**config.mk**
```make
export PLATFORM = sky130hd
export DESIGN_NAME = uart_tx_fifo
export DESIGN_NICKNAME = d
export VERILOG_FILES = /design/src/rtl/uart_pkg.sv /design/src/rtl/sync_fifo.sv /design/src/rtl/uart_tx_fifo.sv
export SDC_FILE = /design/constraint.sdc
export NUM_CORES = 1
export LEC_CHECK = 0
export CAP_MARGIN = 5
export CORE_UTILIZATION = 35
export DETAILED_ROUTE_END_ITERATION = 16
export PLACE_DENSITY_LB_ADDON = 0.15
export SYNTH_ARGS = -nofsm -noshare
export SYNTH_HDL_FRONTEND = slang
export SYNTH_SLANG_ARGS = --single-unit
```
**constraint.sdc**
```tcl
create_clock -name i_clk -period 3.1 [get_ports i_clk]
set_clock_uncertainty 0.15 [all_clocks]
set_input_delay 0.62 -clock i_clk [delete_from_list [all_inputs] [get_ports i_clk]]
set_output_delay 0.62 -clock i_clk [all_outputs]
set_load 0.01 [all_outputs]
```
**src/rtl/uart_pkg.sv**
```systemverilog
// Shared definitions for the buffered UART transmit path.
// Provides the byte width, the default FIFO depth and the handshake FSM state type.
// No ports; imported by sync_fifo and uart_tx_fifo.
package uart_pkg;

  localparam int UART_DATA_W        = 8;
  localparam int DEFAULT_DEPTH_LOG2 = 4;

  typedef enum logic [1:0] {
    ST_IDLE      = 2'd0,
    ST_START     = 2'd1,
    ST_WAIT_ACK  = 2'd2,
    ST_WAIT_DONE = 2'd3
  } tx_state_e;

endpackage

```
**src/rtl/sync_fifo.sv**
```systemverilog
// Generic registered-pointer FIFO with occupancy count and a drop indication.
// Latency: a push is visible at o_rdata/o_count one cycle after the accepting edge.
// Backpressure: pushes while full are discarded and flagged on o_drop; pops while empty are ignored.
// Ports:
//   i_clk, i_rst          clock, synchronous active-high reset
//   i_push, i_wdata       write request and data
//   i_pop                 read request (advances the read pointer)
//   o_rdata               entry at the read pointer (combinational from registers)
//   o_full, o_empty       occupancy flags derived from the registered count
//   o_count               current occupancy, 0..DEPTH
//   o_drop                push requested while full during this cycle
module sync_fifo
  import uart_pkg::*;
#(
  parameter int DEPTH_LOG2 = DEFAULT_DEPTH_LOG2,
  parameter int DATA_W     = UART_DATA_W
) (
  input  logic                  i_clk,
  input  logic                  i_rst,
  input  logic                  i_push,
  input  logic [DATA_W-1:0]     i_wdata,
  input  logic                  i_pop,
  output logic [DATA_W-1:0]     o_rdata,
  output logic                  o_full,
  output logic                  o_empty,
  output logic [DEPTH_LOG2:0]   o_count,
  output logic                  o_drop
);

  localparam int DEPTH = 1 << DEPTH_LOG2;
  localparam logic [DEPTH_LOG2:0] FULL_CNT = (DEPTH_LOG2+1)'(DEPTH);

  logic [DATA_W-1:0]     r_mem [DEPTH];
  logic [DEPTH_LOG2-1:0] r_wr_ptr;
  logic [DEPTH_LOG2-1:0] r_rd_ptr;
  logic [DEPTH_LOG2:0]   r_count;

  logic w_full;
  logic w_empty;
  logic w_push_ok;
  logic w_pop_ok;

  assign w_full    = (r_count == FULL_CNT);
  assign w_empty   = (r_count == '0);
  // Acceptance uses the flags registered before the edge, so a same-cycle
  // pop never makes room for a push arriving while full.
  assign w_push_ok = i_push & ~w_full;
  assign w_pop_ok  = i_pop & ~w_empty;

  // Storage carries no reset; validity is tracked entirely by the count.
  always_ff @(posedge i_clk) begin
    if (w_push_ok) begin
      r_mem[r_wr_ptr] <= i_wdata;
    end
  end

  always_ff @(posedge i_clk) begin
    if (i_rst) begin
      r_wr_ptr <= '0;
      r_rd_ptr <= '0;
      r_count  <= '0;
    end else begin
      if (w_push_ok) r_wr_ptr <= r_wr_ptr + 1'b1;
      if (w_pop_ok)  r_rd_ptr <= r_rd_ptr + 1'b1;
      case ({w_push_ok, w_pop_ok})
        2'b10:   r_count <= r_count + 1'b1;
        2'b01:   r_count <= r_count - 1'b1;
        default: r_count <= r_count;
      endcase
    end
  end

  assign o_rdata = r_mem[r_rd_ptr];
  assign o_full  = w_full;
  assign o_empty = w_empty;
  assign o_count = r_count;
  assign o_drop  = i_push & w_full;

endmodule

```
**src/rtl/uart_tx_fifo.sv**
```systemverilog
// Buffered transmit queue feeding a UART transmitter through a start/busy handshake.
// Latency: push at edge N into an empty idle queue pops at N+1; o_tx_start is high N+1..N+2.
// Backpressure: none toward the CPU; pushes while full are dropped and latched in o_overflow.
// Ports:
//   i_clk, i_rst          clock, synchronous active-high reset
//   i_wr_en, i_wr_data    byte push from the CPU store path
//   o_full, o_empty       queue occupancy flags
//   o_count               queue occupancy
//   o_overflow, i_clr_ovf sticky drop flag and its clear
//   o_idle                queue empty and handshake FSM idle
//   o_sdata, o_tx_start   byte and one-cycle start strobe to the transmitter
//   i_tx_busy             transmitter busy
module uart_tx_fifo
  import uart_pkg::*;
#(
  parameter int DEPTH_LOG2 = DEFAULT_DEPTH_LOG2
) (
  input  logic                   i_clk,
  input  logic                   i_rst,
  input  logic                   i_wr_en,
  input  logic [UART_DATA_W-1:0] i_wr_data,
  output logic                   o_full,
  output logic                   o_empty,
  output logic [DEPTH_LOG2:0]    o_count,
  output logic                   o_overflow,
  input  logic                   i_clr_ovf,
  output logic                   o_idle,
  output logic [UART_DATA_W-1:0] o_sdata,
  output logic                   o_tx_start,
  input  logic                   i_tx_busy
);

  tx_state_e              r_state;
  logic [UART_DATA_W-1:0] r_sdata;
  logic                   r_tx_start;
  logic                   r_overflow;

  logic [UART_DATA_W-1:0] w_rdata;
  logic                   w_empty;
  logic                   w_drop;
  logic                   w_pop;

  // The pop and the IDLE->START transition share one condition, so the
  // byte latched into r_sdata is always the one the FIFO just released.
  assign w_pop = (r_state == ST_IDLE) & ~w_empty & ~i_tx_busy;

  sync_fifo #(
    .DEPTH_LOG2 (DEPTH_LOG2),
    .DATA_W     (UART_DATA_W)
  ) u_fifo (
    .i_clk   (i_clk),
    .i_rst   (i_rst),
    .i_push  (i_wr_en),
    .i_wdata (i_wr_data),
    .i_pop   (w_pop),
    .o_rdata (w_rdata),
    .o_full  (o_full),
    .o_empty (w_empty),
    .o_count (o_count),
    .o_drop  (w_drop)
  );

  always_ff @(posedge i_clk) begin
    if (i_rst) begin
      r_state    <= ST_IDLE;
      r_sdata    <= '0;
      r_tx_start <= 1'b0;
    end else begin
      case (r_state)
        ST_IDLE: begin
          if (w_pop) begin
            r_sdata    <= w_rdata;
            r_tx_start <= 1'b1;
            r_state    <= ST_START;
          end
        end
        ST_START: begin
          r_tx_start <= 1'b0;
          r_state    <= ST_WAIT_ACK;
        end
        // No timeout: a transmitter that never raises busy parks us here.
        ST_WAIT_ACK: begin
          if (i_tx_busy) r_state <= ST_WAIT_DONE;
        end
        ST_WAIT_DONE: begin
          if (!i_tx_busy) r_state <= ST_IDLE;
        end
        default: begin
          r_tx_start <= 1'b0;
          r_state    <= ST_IDLE;
        end
      endcase
    end
  end

  // A drop in the same cycle as a clear wins, so no lost byte goes unreported.
  always_ff @(posedge i_clk) begin
    if (i_rst) begin
      r_overflow <= 1'b0;
    end else if (w_drop) begin
      r_overflow <= 1'b1;
    end else if (i_clr_ovf) begin
      r_overflow <= 1'b0;
    end
  end

  assign o_empty    = w_empty;
  assign o_overflow = r_overflow;
  assign o_sdata    = r_sdata;
  assign o_tx_start = r_tx_start;
  assign o_idle     = w_empty & (r_state == ST_IDLE);

endmodule
```
# Yosys cells after proc, flatten, opt, wreduce, memory -nomap -nowiden
# Memories as Yosys holds them, arrays and structs flattened. A register that Yosys moved wholly into a read port is not among the register bits.
# Index checks and enable logic that the tools add are counted.
# classes
addsub	4
n_mul	0
n_div	0
magnitude_cmp	0
n_eq_ne	9
shifts	0
mux	11
n_bitwise	9
reduce_logical	8
# ops
op	count
$pmux W5 S2	1
$add A4 B1 Y4 const B	2
$pmux W2 S4	1
$and A1 B1 Y1	6
$eq A2 B2 Y1 const B	3
$mux W2	3
$reduce_bool A2 Y1	3
$add A5 B1 Y5 const B	1
$eq A5 B5 Y1 const B	1
$logic_not A5 Y1	1
$mux W1	5
$sub A5 B1 Y5 const B	1
$eq A2 B1 Y1 const B	2
$ne A2 B2 Y1 const B	2
$reduce_and A2 Y1	2
$not A1 Y1	3
$reduce_and A3 Y1	1
$logic_not A2 Y1	1
$ne A2 B1 Y1 const B	1
$pmux W1 S2	1
# word_totals
regBits	17
latchBits	0
mem_bits_rw	128
mem_bits_ro	0
inputBits	13
out_inout_bits	18
mem_count	1
# memory_table
name	depth	word_bits	read_ports	rd_clocked_by_memory_dff	wr	line	source
u_fifo.r_mem	16	8	1	1	1	sync_fifo.sv:33	logic [DATA_W-1:0] r_mem [DEPTH];

# Logic depth before layout (Yosys ltp)
# Gate-level depths: netlist of the first run.
# logic_depth
word_depth	7
ltp_mapped	13

# Cells and area by module
# A second synthesis of the first run with hierarchy kept.
# unflattened
hier_cells	383
area_unflattened_um2	6409.9
# by_module_without_submodules
mod	n_inst	cells_per_inst	area_per_inst_um2	seq_area_each_um2
sync_fifo	1	332	5883.1	4184.0
uart_tx_fifo	1	51	526.8	240.2

# Least setup slack after synthesis of the first run
# No wires, ideal clock.
# synth_timing
kind	reg-to-reg
startpoint	register r_state[0]
endpoint	register u_fifo.r_count[4], in the netlist u_fifo.o_count[4]
setup_ps	82
arrival_ps	2756
required_ps	2868
setup_slack_ps	112
stages_incl_launch_ff	14
synth_period_minus_slack_ps	2988
cell_sequence	dfxtp_1 inv_1 ha_1 nor2b_1 a21boi_1 buf_2 ha_1 clkbuf_1 xor2_1 ha_1 a21oi_1 o2bb2ai_1 or4_1 o2111ai_1
# synth_between
elab_chain_len	6
# synth_lines
element	line	source
start, declared	uart_tx_fifo.sv:33	tx_state_e r_state;
start signal, assigned	uart_tx_fifo.sv:65	r_state <= ST_IDLE;
start signal, assigned	uart_tx_fifo.sv:74	r_state <= ST_START;
start signal, assigned	uart_tx_fifo.sv:79	r_state <= ST_WAIT_ACK;
$logic_not A2 Y1 (*)	uart_tx_fifo.sv:45	assign w_pop = (r_state == ST_IDLE) & ~w_empty & ~i_tx_busy;
$and A1 B1 Y1 (*) (2 in a row)	uart_tx_fifo.sv:45	
$and A1 B1 Y1 (*)	sync_fifo.sv:48	assign w_pop_ok = i_pop & ~w_empty;
via u_fifo.w_pop_ok	sync_fifo.sv:41	logic w_pop_ok;
$eq A2 B1 Y1 or $eq A2 B2 Y1 (tied branches)	sync_fifo.sv:65	case ({w_push_ok, w_pop_ok})
$pmux W5 S2 or $reduce_bool A2 Y1 (tied branches)	-	
end signal, assigned	sync_fifo.sv:66	2'b10: r_count <= r_count + 1'b1;
end signal, assigned	sync_fifo.sv:67	2'b01: r_count <= r_count - 1'b1;
end signal, assigned	sync_fifo.sv:68	default: r_count <= r_count;
end, declared	sync_fifo.sv:36	logic [DEPTH_LOG2:0] r_count;
# The timed path passes the listed nets; every way through them passes the cells marked *.
# A chain may end at the register's enable or synchronous reset.

# Worst setup path in the final report of the first run
# layout_timing
startpoint	register u_fifo.r_count[1], in the netlist u_fifo.o_count[1]
endpoint	output o_full
# layout_between
elab_chain_len	1
# layout_lines
element	line	source
$eq A5 B5 Y1	sync_fifo.sv:43	assign w_full = (r_count == FULL_CNT);
end, declared	uart_tx_fifo.sv:22	output logic o_full,
# Every way passes these cells.

==> reports/results.txt, run 1 <==
Fmax: 0.3369 GHz
Reg-to-reg startpoint: r_state[0]$_SDFFE_PP0P_
Die ar.: 18680 um2
P&R area growth vs syn: 20.56%
Worst hold path cell count: 2
Final weighted congestion in routability-driven placement: 0.7987
MaxCap Viol Count: 0
DRC viols: 0
GR Overflow Total: 0
I/O pin total: 31
Core area: 17480 um2
Cell row count: 48
FF-to-FF End: u_fifo.o_count[4]$_SDFFE_PP0P_
Setup CP Type: reg -> out
Worst-case reg-to-reg path depth: 10
Worst setup startpoint: u_fifo.o_count[1]$_SDFFE_PP0P_
Clk pin slew, worst setup/hold paths: 0.06 ns
HPWL reported at the end of detailed placement: 8.848 mm
Post-Syn Area: 6347 um2
Crit path DAT: 2.20 ns
Final Max Tran Viols: 0
Post-CTS sizing: 0
Initial Util: 0.3632
Post-synth top area share: 0.6056
Multi-input logic area: 1833 um2
Ys flop type: edfxtp_1
Post-synth ARST share: 0
CTS buffer count: 17
Ant. Diodes: 0
Total power: 5974 uW
Clk sink count: 153
Tmin final: 2.968 ns
Most frequent cells in the layout: edfxtp_1 (128), mux2i_1 (47), buf_4 (35)
Layout cells sized above 1: 0.1712
Avg WL per Cell: 18.86 um
Syn Area/Cell: 15.56 um2
Clock root cell: clkbuf_16
Crit start category: flop
Register-to-register setup slack: 0.29 ns
Min-delay worst type: reg -> reg
Leakage power: 0.002516 uW
Syn nets: 435
Crit path max fanout: 8
Cell area power density: 780.7 nW/um2
Clock Latency Late Sink: 0.42 ns
Post-synth cell types: 53
Port bufs: 30
Final nets: 494
CTS tree: built
Kind of end point of the critical path: primary output
Largest area contributor in the synthesized netlist: edfxtp_1
RSZ-0062 raised after global routing: false
EDFF count, synth: 128
Tightest Pin Transition: 0.9530 ns
Vias in the first global route: 3534
Pre-antenna DRT Iters: 4
Die width: 136.7 um
Worst-case clock buffer depth: 2
Total GRT Usage: 0.1557
Hold_buf cts: 0
Final setup fails: 0
Relative slew slack: 0.3482
Top cells by area, synth: edfxtp_1 (61%), dfxtp_1 (7.9%), mux2i_1 (7.4%), ha_1 (2.8%), o22ai_1 (2.3%)
Vias per Instance: 5.111
Routed via count: 3598
First-pass GRT wire length: 20.61 mm
Initial antenna violation count: 0
Status: complete, no violations
Pin count of the biggest net entering global routing: 57
Die H: 136.7 um
Hold Startpoint: o_tx_start$_SDFFE_PP0P_
H-tree depth: 4
Postcts setup bufs: 0
Antenna Nets Post-Route: 0
Hold Vio Cnt, Final: 0
Drt total wl: 13.28 mm
Sequential area share after synthesis: 0.6844
Yosys warning count: 0
Flops & latches, synth: 153
Most common cell after layout, fill and taps aside: edfxtp_1
Iteration-0 DRC Markers: 232
Setup TNS: 0 ns
Period Utilization, post-route: 0.9574
Mapped Cells: 408
Peak supply drop: 0.3952 mV
Register area: 4345 um2
Req. time, crit path: 2.33 ns
Fill cell count: 1547
Hold EP: o_tx_start$_SDFFE_PP0P_
cell usage after synthesis (2+ instances only):
library cell / count
nor2b_1: 4
a31oi_1: 3
or3_1: 3
nand2_1: 11
dfxtp_1: 25
nand3b_1: 3
inv_1: 7
ha_1: 14
o21ai_0: 9
a211oi_1: 2
o22ai_1: 23
xor2_1: 7
a2111oi_0: 5
edfxtp_1: 128
nand2b_1: 4
mux2i_1: 47
clkbuf_1: 11
mux4_2: 6
buf_6: 3
a22oi_1: 3
xnor2_1: 2
a21boi_1: 2
buf_2: 10
and3_1: 2
nor2_1: 28
nor3_1: 5
o211ai_2: 2
mux4_1: 4
a21oi_1: 11
worst max path at each step:
stage	to	slack, ns
after floorplan	u_fifo.o_count[4]$_SDFFE_PP0P_	0.11
after global placement	u_fifo.o_count[4]$_SDFFE_PP0P_	0.04
after detailed placement	u_fifo.o_count[4]$_SDFFE_PP0P_	0.004
after CTS	o_full	0.10
after global routing	o_empty	0.02
final	o_full	0.13
flip-flops by register name, indices dropped and copies added, names as in the netlist:
name             count
o_overflow           1
u_fifo.r_rd_ptr      4
u_fifo.r_wr_ptr      4
r_state              2
o_sdata              8
o_tx_start           1
u_fifo.o_count       5
u_fifo.r_mem       128
final cells by class:
class / count / share of cell area
Multi-Input combinational cell: 222 / 0.2395
Clock inverter: 13 / 0.02011
Timing Repair Buffer: 66 / 0.07619
Tap cell: 225 / 0.03679
Sequential cell: 153 / 0.5679
Clock buffer: 18 / 0.05608
Inverter: 7 / 0.003434
power by group:
group | leakage, uW | switching [uW] | total, uW | internal, uW
clock network | 0.000279 | 793 | 2050 | 1250
registers | 0.00136 | 103 | 2490 | 2380
logic | 0.000876 | 766 | 1440 | 674
metrics by stage:
| step | util | hold slack (ns) | instance area (um2) | instances | worst slack [ns] |
|---|---|---|---|---|---|
| 4_1_cts | 0.4379 | 0.3905 | 7652 | 704 | 0.1019 |
| 2_1_floorplan | - | 0.3666 | 6347 | 408 | 0.1116 |
| 6_report | 0.4379 | 0.3849 | 7652 | 704 | 0.1321 |
| 3_3_place_gp | 0.4045 | 0.3650 | 7069 | 673 | 0.03868 |
| 5_1_grt | 0.4379 | 0.4306 | 7652 | 704 | 0.02386 |
| 3_5_place_dp | 0.4045 | 0.3818 | 7069 | 673 | 0.003694 |
cells by family after synthesis:
kind of cell,after synthesis,share of synthesized area
muxes,57,0.1120
and+or+nand+nor,69,0.05519
buffers and inverters,33,0.02681
AOI/OAI and AO/OA,73,0.08161
DFF,153,0.6844
adders and majority gates,14,0.02760
xor gates and xnor gates,9,0.01242
metal layers:
| layer | vias to the layer above | GRT usage | routed length (um) |
|---|---|---|---|
| met4 | 0 | 0.05000 | 122 |
| met1 | 1777 | 0.2101 | 6099 |
| met5 | - | 0 | 0 |
| met2 | 91 | 0.2439 | 6302 |
| met3 | 12 | 0.04037 | 751 |
| li1 | 1718 | - | - |
worst max-delay path, cell delays in order (launching register included):
cell,delay (ns)
dfxtp_1,0.32
buf_4,0.16
or4_4,0.60
nor2_1,0.15
clkdlybuf4s50_1,0.55
Power figures use the tool's default switching activity.
==> run 2, diff against run 1 <==
SYNTH_HIERARCHICAL = 1   (was not set)
==> reports/results.txt, run 2 <==
Status: complete, no violations
Most frequent cells in the layout: edfxtp_1 (128), nor2_1 (37), mux4_2 (32)
Period Utilization, post-route: 0.9602 (+0.002784)
Clock Latency Late Sink: 0.42 ns (about the same)
GR Overflow Total: 0 (unchanged)
Clk sink count: 157 (+2.6%)
Fill cell count: 1611 (+4.1%)
Setup Slack @ Placement: 0.03517 ns (+0.03148 ns)
Flops & latches, synth: 157 (+2.6%)
Kind of end point of the critical path: primary output
Yosys warning count: 6 (+6)
DRC viols: 0 (unchanged)
Mapped Cells: 383 (-6.1%)
H-tree depth: 4 (unchanged)
Hold_buf cts: 0 (unchanged)
Sequential area share after synthesis: 0.6902 (+0.005813)
Min-delay worst type: reg -> reg
Drt total wl: 12.41 mm (-6.5%)
Total power: 6076 uW (+1.7%)
Post-synth cell types: 54 (+1.9%)
Core area: 17960 um2 (+2.8%)
Post-CTS sizing: 0 (unchanged)
Register area: 4425 um2 (+1.8%)
Total GRT Usage: 0.1462 (-0.009503)
Syn nets: 408 (-6.2%)
Cell area power density: 785.1 nW/um2 (+0.56%)
HPWL reported at the end of detailed placement: 8.525 mm (-3.7%)
Routed via count: 3393 (-5.7%)
Setup CP Type: reg -> out
Largest Register: u_fifo/r_mem
Hold Vio Cnt, Final: 0 (unchanged)
Crit path max fanout: 6 (-2)
P&R area growth vs syn: 20.73%
Reg-to-reg startpoint: u_fifo/o_count[0]$_SDFFE_PP0P_
Worst-case clock buffer depth: 2 (unchanged)
MaxCap Viol Count: 0 (unchanged)
Post-synth ARST share: 0 (unchanged)
I/O pin total: 31 (unchanged)
Relative slew slack: 0.6061 (+0.2579)
Largest area contributor in the synthesized netlist: edfxtp_1
Initial antenna violation count: 0 (unchanged)
Hold Startpoint: o_overflow$_SDFFE_PP0P_
Post-Syn Area: 6410 um2 (+0.99%)
First-pass GRT wire length: 19.66 mm (-4.6%)
Final weighted congestion in routability-driven placement: 0.7732 (-3.2%)
Req. time, crit path: 2.33 ns (about the same)
Ant. Diodes: 0 (unchanged)
Antenna Nets Post-Route: 0 (unchanged)
Crit start category: flop
Most common cell in the netlist: edfxtp_1
Worst setup startpoint: u_fifo/o_count[0]$_SDFFE_PP0P_
Port bufs: 30 (unchanged)
Vias in the first global route: 3538 (+0.11%)
RSZ-0062 raised after global routing: false
Setup TNS: 0 ns (unchanged)
Pre-antenna DRT Iters: 4 (unchanged)
Leakage power: 0.002642 uW (+5.0%)
Max reg flops: 128 (unchanged)
Cell row count: 49 (+2.1%)
Fin cells: 681 (-3.3%)
Final Max Tran Viols: 0 (unchanged)
Peak supply drop: 0.4411 mV (+12%)
Tmin final: 2.977 ns (+0.008631 ns)
Cells after DPL: 649 (-3.6%)
Top post-synthesis cells by count: edfxtp_1 (128), nor2_1 (38), mux4_2 (32)
CTS buffer count: 17 (unchanged)
Top cells by area, synth: edfxtp_1 (60%), mux4_2 (11%), dfxtp_1 (9.1%), ha_1 (2.3%), nor2_1 (2.2%)
Clock root cell: clkbuf_16
Crit path DAT: 2.21 ns (about the same)
Tightest Pin Transition: 0.5908 ns (-0.3622 ns)
Layout cells sized above 1: 0.2323 (+0.06111)
Final nets: 464 (-6.1%)
Syn Area/Cell: 16.74 um2 (+7.6%)
Clk pin slew, worst setup/hold paths: 0.06 ns (about the same)
Multi-input logic area: 1867 um2 (+1.8%)
Fmax: 0.3360 GHz (-0.29%)
Die ar.: 18860 um2 (+0.98%)
CTS tree: built
Vias per Instance: 4.982 (-2.5%)
Final setup fails: 0 (unchanged)
EDFF count, synth: 128 (unchanged)
Ys flop type: edfxtp_1
Avg WL per Cell: 18.23 um (-3.3%)
Initial Util: 0.3568 (-0.006358)
Postcts setup bufs: 0 (unchanged)
Iteration-0 DRC Markers: 179 (-23%)
Final worst setup slack: 0.1235 ns (-0.008631 ns)
Die H: 137.3 um (+0.49%)
Pin count of the biggest net entering global routing: 33 (-42%)
Die width: 137.3 um (+0.49%)
Most common cell after layout, fill and taps aside: edfxtp_1
Post-synth top area share: 0.5996 (-0.005910)
==> run 2: cell types whose count changed after synthesis, sizes merged, moves of 4 or more <==
cell / before / now
a2111oi: 6 / 0
o22ai: 23 / 1
dfxtp: 25 / 29
a21oi: 11 / 1
nor2: 29 / 38
mux2i: 47 / 12
mux4: 10 / 32
a22oi: 3 / 16
nand2: 11 / 16
o21ai: 10 / 3
==> run 2: cells by family after synthesis <==
logic type / Yosys count / share of synthesized area
buffers and inverters: 31 / 0.02206
DFF: 157 / 0.6902
adders and majority gates: 12 / 0.02342
xor gates and xnor gates: 7 / 0.009565
and+or+nand+nor: 88 / 0.06656
muxes: 45 / 0.1329
AOI/OAI and AO/OA: 43 / 0.05524
==> run 2: critical path: stages, from the launching register on <==
cell and delay [ns]:
dfxtp_1 0.31, or4_4 0.62, nor2_4 0.18, and2_1 0.15, clkdlybuf4s50_1 0.53
==> run 2: layer usage <==
metal | GRT usage | wire (um)
met4 | 0.04212 | 112
met1 | 0.1908 | 5927
met3 | 0.04084 | 373
met2 | 0.2377 | 5999
met5 | 0 | 0
==> run 2: worst paths after layout <==
check                                         to  cells after the start  slack, ns
hold reg to reg          o_overflow$_SDFFE_PP0P_                      2       0.33
setup / recovery                          o_idle                      4       0.12
hold / removal           o_overflow$_SDFFE_PP0P_                      2       0.33
setup reg to reg  u_fifo/o_count[4]$_SDFFE_PP0P_                     12       0.27
==> run 2: per-stage QoR <==
stage	utilization	hold WS [ns]	area, um2
after floorplan	-	0.3340	6437
after global placement	0.3969	0.3191	7131
after detailed placement	0.3969	0.3253	7131
after CTS	0.4308	0.3407	7739
after global routing	0.4308	0.3918	7739
final	0.4308	0.3332	7739
==> run 2: final cells by class <==
cell class / count / share of cell area
repair buffers: 59 / 0.06694
flip-flops and latches: 157 / 0.5719
multi-input cells: 195 / 0.2412
well taps: 229 / 0.03703
clock buffers: 17 / 0.05497
clock inverters: 15 / 0.02361
inverters: 9 / 0.004365
==> run 2: where the power goes <==
part | switching (uW) | total (uW) | leakage (uW) | internal [uW]
logic | 690 | 1410 | 0.000958 | 721
clock network | 851 | 2130 | 0.000291 | 1280
registers | 118 | 2530 | 0.00139 | 2420
